$ cat src/rtl/uart_rx_fifo_ctrl.sv
// UART receive FIFO with sticky status, threshold/error/timeout interrupt and
// a bit-period based receive timeout.
module uart_rx_fifo_ctrl #(
  parameter int unsigned DEPTH   = 16,
  parameter int unsigned TO_BITS = 40
) (
  input  logic                     clock_125,
  input  logic                     rst_125,
  input  logic [11:0]              uart_cr,
  input  logic [7:0]               po_data,
  input  logic                     po_flag,
  input  logic                     ne_flag,
  input  logic                     fe_flag,
  input  logic                     pe_flag,
  input  logic                     rd_en,
  output logic [7:0]               rd_data,
  output logic                     rd_valid,
  output logic [$clog2(DEPTH):0]   rx_level,
  input  logic [$clog2(DEPTH)-1:0] rx_thr,
  output logic [7:0]               rx_sr,
  input  logic [7:0]               sr_clr,
  input  logic [2:0]               ie,
  output logic                     irq
);

  localparam int unsigned AW = $clog2(DEPTH);
  localparam int unsigned BW = $clog2(TO_BITS + 1);
  localparam logic [AW:0]   LVL_FULL = (AW + 1)'(DEPTH);
  localparam logic [BW-1:0] BIT_LAST = BW'(TO_BITS - 1);

  typedef enum logic [1:0] {T_IDLE, T_COUNT, T_FIRED} t_state_t;

  logic [7:0]    mem [DEPTH];
  logic [AW-1:0] wptr, rptr;
  logic [AW:0]   level;
  logic          en_q;
  logic [6:2]    sticky;
  logic [6:2]    sticky_set;

  logic          rx_en, flush, frame_err, empty, full;
  logic          push_req, push_ok, pop, overrun;
  logic [AW-1:0] thr_eff;
  logic [13:0]   bit_period;

  t_state_t      t_state, t_state_n;
  logic [13:0]   clk_cnt, clk_cnt_n;
  logic [BW-1:0] bit_cnt, bit_cnt_n;
  logic          to_fire;

  logic          unused_ok;
  assign unused_ok = ^{uart_cr[7:1], sr_clr[7], sr_clr[1:0]};

  assign rx_en     = uart_cr[0];
  assign flush     = en_q & ~rx_en;
  assign frame_err = ne_flag | fe_flag | pe_flag;
  assign empty     = (level == '0);
  assign full      = (level == LVL_FULL);
  assign pop       = rd_en & ~empty & ~flush;
  assign push_req  = po_flag & rx_en & ~frame_err;
  // A pop in the same cycle frees the slot, so a push into a full FIFO is still accepted.
  assign push_ok   = push_req & (~full | pop);
  assign overrun   = push_req & full & ~pop;

  assign thr_eff   = (rx_thr == '0) ? AW'(1) : rx_thr;
  assign rx_level  = level;
  assign rx_sr     = {(level >= {1'b0, thr_eff}), sticky, full, ~empty};

  always_comb begin
    case (uart_cr[11:8])
      4'd0:    bit_period = 14'd13020;
      4'd1:    bit_period = 14'd6510;
      4'd2:    bit_period = 14'd3255;
      4'd3:    bit_period = 14'd2170;
      4'd4:    bit_period = 14'd1085;
      4'd5:    bit_period = 14'd125;
      4'd6:    bit_period = 14'd62;
      4'd7:    bit_period = 14'd41;
      4'd8:    bit_period = 14'd31;
      4'd9:    bit_period = 14'd25;
      4'd10:   bit_period = 14'd135;
      4'd11:   bit_period = 14'd542;
      4'd12:   bit_period = 14'd271;
      default: bit_period = 14'd0;
    endcase
  end

  always_ff @(posedge clock_125) begin
    if (push_ok && !rst_125) begin
      mem[wptr] <= po_data;
    end
  end

  always_ff @(posedge clock_125) begin
    if (rst_125) begin
      wptr     <= '0;
      rptr     <= '0;
      level    <= '0;
      en_q     <= 1'b0;
      rd_data  <= '0;
      rd_valid <= 1'b0;
    end else begin
      en_q     <= rx_en;
      rd_valid <= pop;
      if (pop) begin
        rd_data <= mem[rptr];
      end
      if (flush) begin
        wptr  <= '0;
        rptr  <= '0;
        level <= '0;
      end else begin
        if (push_ok) wptr <= wptr + 1'b1;
        if (pop)     rptr <= rptr + 1'b1;
        case ({push_ok, pop})
          2'b10:   level <= level + 1'b1;
          2'b01:   level <= level - 1'b1;
          default: level <= level;
        endcase
      end
    end
  end

  assign sticky_set = {to_fire, pe_flag, fe_flag, ne_flag, overrun};

  always_ff @(posedge clock_125) begin
    if (rst_125) begin
      sticky <= '0;
      irq    <= 1'b0;
    end else begin
      // Set takes priority over a simultaneous write-1-to-clear.
      sticky <= (sticky & ~sr_clr[6:2]) | sticky_set;
      irq    <= (ie[0] & rx_sr[7]) | (ie[1] & |rx_sr[5:2]) | (ie[2] & rx_sr[6]);
    end
  end

  always_ff @(posedge clock_125) begin
    if (rst_125) begin
      t_state <= T_IDLE;
      clk_cnt <= '0;
      bit_cnt <= '0;
    end else begin
      t_state <= t_state_n;
      clk_cnt <= clk_cnt_n;
      bit_cnt <= bit_cnt_n;
    end
  end

  always_comb begin
    t_state_n = t_state;
    clk_cnt_n = clk_cnt;
    bit_cnt_n = bit_cnt;
    to_fire   = 1'b0;
    if (flush) begin
      t_state_n = T_IDLE;
      clk_cnt_n = '0;
      bit_cnt_n = '0;
    end else begin
      case (t_state)
        T_IDLE: begin
          if (!empty && bit_period != '0) begin
            t_state_n = T_COUNT;
            clk_cnt_n = '0;
            bit_cnt_n = '0;
          end
        end
        T_COUNT: begin
          if (empty || bit_period == '0) begin
            t_state_n = T_IDLE;
          end else if (push_req || pop) begin
            clk_cnt_n = '0;
            bit_cnt_n = '0;
          end else if (clk_cnt >= bit_period - 14'd1) begin
            clk_cnt_n = '0;
            if (bit_cnt == BIT_LAST) begin
              bit_cnt_n = '0;
              t_state_n = T_FIRED;
              to_fire   = 1'b1;
            end else begin
              bit_cnt_n = bit_cnt + 1'b1;
            end
          end else begin
            clk_cnt_n = clk_cnt + 14'd1;
          end
        end
        T_FIRED: begin
          if (push_req || pop || sr_clr[6] || !sticky[6]) begin
            t_state_n = T_IDLE;
          end
        end
        default: t_state_n = T_IDLE;
      endcase
    end
  end

endmodule

$ cat config.mk
export PLATFORM = sky130hd
export DESIGN_NAME = uart_rx_fifo_ctrl
export DESIGN_NICKNAME = d
export VERILOG_FILES = /design/src/rtl/uart_rx_fifo_ctrl.sv
export SDC_FILE = /design/constraint.sdc
export NUM_CORES = 1
export LEC_CHECK = 0
export ABC_AREA = 0
export CAP_MARGIN = 20
export CORE_MARGIN = 1
export CORE_UTILIZATION = 41
export DETAILED_ROUTE_END_ITERATION = 12
export DONT_BUFFER_PORTS = 1
export SYNTH_ARGS = -nofsm -noshare
export SYNTH_HDL_FRONTEND = slang
export SYNTH_SLANG_ARGS = --single-unit
export TNS_END_PERCENT = 1
$ cat constraint.sdc
create_clock -name clock_125 -period 3.79 [get_ports clock_125]
set_clock_uncertainty 0.2 [all_clocks]
set_input_delay 0.5685 -clock clock_125 [delete_from_list [all_inputs] [get_ports clock_125]]
set_output_delay 0.5685 -clock clock_125 [all_outputs]
set_load 0.01 [all_outputs]
# Word-level counts from Yosys, hierarchy flattened

Memory sizes are Yosys's and may differ from the RTL's. A register that Yosys moved wholly into a read port is not among the register bits.
Index checks and enable logic that the tools add are counted.

Logic and storage cells: 108
Bits in registers: 43
Input bits: 42
Memories: 2
Bits in writable memories: 128
ROM bits: 224

$lt $le $gt $ge: 2
Eq/ne operators: 13
Add/subtract/negate cells: 7
Multiplexer cells: 28
Bitwise logic cells: 25
Reductions and logical operators: 21

Memories:

| name             | words | bits a word | read ports | clocked after memory_dff | wr ports | RTL line | text |
|---|---|---|---|---|---|---|---|
| (name not given) | 16    | 14          | 1          | 0                        | 0        | 69       | `case (uart_cr[11:8])` |
| mem              | 16    | 8           | 1          | 1                        | 1        | 33       | `logic [7:0] mem [DEPTH];` |

Operator list:

| kind                                                | count |
|---|---|
| two-way mux 14 bit                                  | 4 |
| two-way mux 6 bit                                   | 5 |
| case mux 14 bit (2 select lines)                    | 1 |
| adder 14 x 1 -> 14 bit (second input constant)      | 1 |
| greater-or-equal comparator 14 bit                  | 1 |
| zero test 14 bit                                    | 1 |
| nonzero test 14 bit                                 | 1 |
| subtractor 14 x 1 -> 14 bit (second input constant) | 1 |
| two-way mux 2 bit                                   | 6 |
| != test 3 bit (second input constant)               | 4 |
| case mux 6 bit (2 select lines)                     | 1 |
| AND 1 bit                                           | 11 |
| case mux 5 bit (2 select lines)                     | 1 |
| adder 4 x 1 -> 4 bit (second input constant)        | 2 |
| two-way mux 1 bit                                   | 8 |
| adder 6 x 1 -> 6 bit (second input constant)        | 1 |
| equality test 6 bit (second input constant)         | 1 |
| != test 2 bit (second input constant)               | 3 |
| inverter 1 bit                                      | 6 |
| case mux 2 bit (3 select lines)                     | 1 |
| adder 5 x 1 -> 5 bit (second input constant)        | 1 |
| AND 5 bit                                           | 1 |
| equality test 5 bit (second input constant)         | 1 |
| greater-or-equal comparator 5 x 4 -> 1 bit          | 1 |
| other kinds (19)                                    | 32 |

# Logic depth before layout (Yosys ltp)

Depth after elaboration: 10
Gate-level depth with buffers: 17
Mapped depth without buffers: 15

# Worst setup path after synthesis

OpenSTA, ideal clock, no wires.

Path kind: input to register
Start point: input port uart_cr[11]
End point: register bit_cnt[3]
Buffers on the path: 2
Setup time: 0.132 ns
Data arrival time: 3.532 ns
Stages on the path: 14
Path slack: -0.074 ns
Path through: clkbuf_1 -> buf_1 -> a21oi_1 -> a221oi_1 -> ha_1 -> nand2_1 -> o221ai_1 -> o31ai_1 -> ha_1 -> nand4_1 -> o221a_2 -> o41a_2 -> o311ai_0 -> a21oi_1

Cells in the longest elaborated chain, start to end: 5

Ends and longest elaborated chain:

| item                                                            | RTL line | text |
|---|---|---|
| start: declaration                                              | 9        | `input logic [11:0] uart_cr,` |
| memory (16 x 14 bit) (*)                                        | n/a      |  |
| subtractor 14 x 1 -> 14 bit (tied with other cells)             | 172      | `end else if (clk_cnt >= bit_period - 14'd1) begin` |
| greater-or-equal comparator 14 bit (tied with other cells)      | 172      |  |
| != test 3 bit (no line) / != test 2 bit (equally long branches) | n/a      |  |
| AND reduction 4 bit (no line) (*)                               | n/a      |  |
| end signal: assignment                                          | 144      | `bit_cnt <= bit_cnt_n;` |
| end: declaration                                                | 47       | `logic [BW-1:0] bit_cnt, bit_cnt_n;` |

Every way passes the cells marked *; elsewhere a longest branch is shown, timed or not.
A chain may end at the register's enable or synchronous reset.

# Worst setup path in the final report

Start point: input port uart_cr[8]
End point: register bit_cnt[3]

The elaborated chain is that of the path after synthesis.

==> flow_summary.json <==
{
  "outcome": "finished, final reports clean",
  "rr_worst_depth": 10,
  "ys_types": 71,
  "cp-start-kind": "primary input",
  "synth_ff_type": "edfxtp_1",
  "postLayoutCoreUtil_pct": 47.6,
  "antenna_found_initial": 0,
  "cp.depth": 14,
  "drc": 0,
  "startpoint": "uart_cr[8]",
  "drtAntennaViolNets": 0,
  "synth_edf_count": 128,
  "fin_cells": 869,
  "ios": 65,
  "reg2reg_setup_slack_ps": 500,
  "max_slew.worst_pin.slew_ps": 1030,
  "setup_violations": 0,
  "hold_slack_ps": 21.8,
  "synth_top_area_share_pct": 47.6,
  "register_area_um2": 4870,
  "cts.sinks": 179,
  "critPathMaxStageDelay_ps": 530,
  "overflow": 0,
  "cp_top_family": "compound AO/OA/AOI/OAI gates",
  "fin_ws_ps": 391,
  "p_leak_nw": 3.09,
  "synth_cells": 581,
  "critPathSlowestCell": "o41a_2",
  "die_height_um": 142,
  "initial_core_util_pct": 42.4,
  "drv_slew": 0,
  "clock.fmax_ghz": 0.294,
  "post_drt_wl_per_cell_um": 19.5,
  "fin_crit_sh_pct": 89.7,
  "clk_pin_slew_ps": 70,
  "required_ps": 3900,
  "multi_input_area_um2": 3000,
  "hpwl_um": 11700,
  "crit_buf_inv": 1,
  "place_inst": 832,
  "synth.most_common_cell": "edfxtp_1",
  "grt_pass1_wl_um": 26700,
  "gp_congestion": 0.796,
  "synthTopCellsByCount": "edfxtp_1 (128), dfxtp_1 (51), nand2_1 (49)",
  "critPathKind": "in2reg",
  "placed_area_um2": 8430,
  "syn-cell-area_um2": 8070,
  "yosysTopAreaCell": "edfxtp_1",
  "finalWirelength_um": 16900,
  "hold_viol": 0,
  "grt_max_degree": 36,
  "grt_usage_pct": 17.7,
  "place_ws_ps": -31.3,
  "cts_tree": "built",
  "synth-seq-cells": 179,
  "powerDensity_nw_per_um2": 571,
  "cp-end-kind": "register",
  "dieWidth_um": 142,
  "grt_pass1_vias": 4913,
  "synth_area_per_cell_um2": 13.9,
  "nFillCells": 1642,
  "cts-root-buf": "clkbuf_16",
  "port_buffers": 0,
  "drtIter0Drc": 251,
  "yosysSeqAreaShare_pct": 60.3,
  "cts-htree-levels": 4,
  "num_antenna_cells": 0,
  "reg2reg_from": "rx_level[0]$_SDFFE_PP0P_",
  "synth.area.top_cells": "edfxtp_1 (48%), dfxtp_1 (13%), mux4_2 (11%)",
  "firstDrtPassIters": 5,
  "postCtsSetupBuffers": 0,
  "clk_latency_ps": 430,
  "fin_area_um2": 9060,
  "yosysWarnings": 0,
  "syn_nets": 653,
  "num_vias": 4787,
  "rr_endpoint": "rx_level[4]$_SDFFE_PP0P_",
  "drive_above_1_share_pct": 19.5,
  "cp_max_fo": 10,
  "clockBufferDepth": 2,
  "nets": 668,
  "numCtsBuffers": 17,
  "die-area_um2": 20200,
  "drv_cap": 0,
  "peakVddDrop_mv": 0.330,
  "maxSlewHeadroom_pct": 30.5,
  "hp-class": "in2reg",
  "vias_per_cell": 5.51,
  "rows": 50,
  "core_area_um2": 19000,
  "period_needed_ps": 3400,
  "ys_async_sr_fraction_pct": 0,
  "rsz0062_at_grt": "no",
  "arrival_ps": 3510,
  "crit_chain": "inv_1, nand2_1, a21oi_1, a221oi_1, ha_1, nand2_1, o221ai_1, o31ai_1, ha_1, nand4_1, o221a_2, o41a_2, o311ai_0, a21oi_1",
  "syn_to_final_growth_pct": 12.3,
  "endpoint": "bit_cnt[3]$_SDFFE_PP0P_"
}
## power breakdown
group	switching [mW]	internal [mW]
sequential	0.126	2.16
clock	0.805	0.938
combinational	0.620	0.524
## cells by family (layout without fill, tap and decap cells)
family                     after synthesis  count (layout)  share of synthesized area, %
DFF                                    179             179                          60.3
and+or+nand+nor                        174             174                          10.9
AOI/OAI and AO/OA                       78              78                          6.96
buffers and inverters                   51              79                          2.78
muxes                                   42              42                          11.4
adders and majority gates               31              31                          4.87
xor gates and xnor gates                26              26                          2.82
## worst min-delay path by stage
stage                     slack [ps]                 endpoint                     from  cells past startpoint
after global placement           290  bit_cnt[2]$_SDFFE_PP0P_  bit_cnt[2]$_SDFFE_PP0P_                      2
after detailed placement         300  rd_data[0]$_SDFFE_PP0P_  rd_data[0]$_SDFFE_PP0P_                      2
final                             20  rd_data[2]$_SDFFE_PP0P_                  rst_125                      1
after global routing             0.2           irq$_SDFF_PP0_                  rst_125                      1
after CTS                          2  rd_data[2]$_SDFFE_PP0P_                  rst_125                      1
after floorplan                  270  bit_cnt[2]$_SDFFE_PP0P_  bit_cnt[2]$_SDFFE_PP0P_                      2
## stage by stage
step           total power [mW]  TNS (ps)
2_1_floorplan              3.19         0
3_3_place_gp               3.44         0
3_5_place_dp               3.47     -49.8
4_1_cts                    5.21         0
5_1_grt                    5.41         0
6_report                   5.17         0
## sequential cells by signal (all words and copies together) (netlist names)
register and flops:
en_q 1, bit_cnt 6, wptr 4, t_state 2, rptr 4, clk_cnt 14
irq 1, rd_valid 1, sticky 5, rd_data 8, rx_level 5, mem 128
## metal layers
metal	vias up	GRT usage, %	share of wire [%]
met5	-	0	0
met4	0	4.70	0.95
met3	13	3.90	5.3
met2	126	29.9	50
met1	2407	23.1	44
li1	2241	-	-
## cell type report
| type | count | area share (%) |
|---|---|---|
| clock inverter | 15 | 1.82 |
| sequential | 179 | 53.7 |
| clock buffer | 17 | 4.69 |
| tap | 260 | 3.59 |
| timing repair buffer | 25 | 2.13 |
| multi-input combinational | 351 | 33.2 |
| inverter | 22 | 0.911 |
## timing repair
action                    in CTS  in global routing
gates resized for setup        0                  0
hold endpoints to repair      10                  0
hold buffers                   2                  0
## cells in the final DEF (no fill, tap or decap), types with 5 or more instances in the layout
cell type and count:
clkbuf_16 17, nor2b_1 5, edfxtp_1 128, o21ai_0 7
a21oi_1 32, xnor2_1 11, clkinv_4 5, dfxtp_1 50
mux4_2 40, buf_4 23, nand2_1 49, ha_1 29
nor3_1 17, nand2b_1 8, inv_1 22, xor2_1 15
nand3_1 18, nor2_1 40, nand4_1 8
Note: power is estimated with default switching activity, not from simulation.
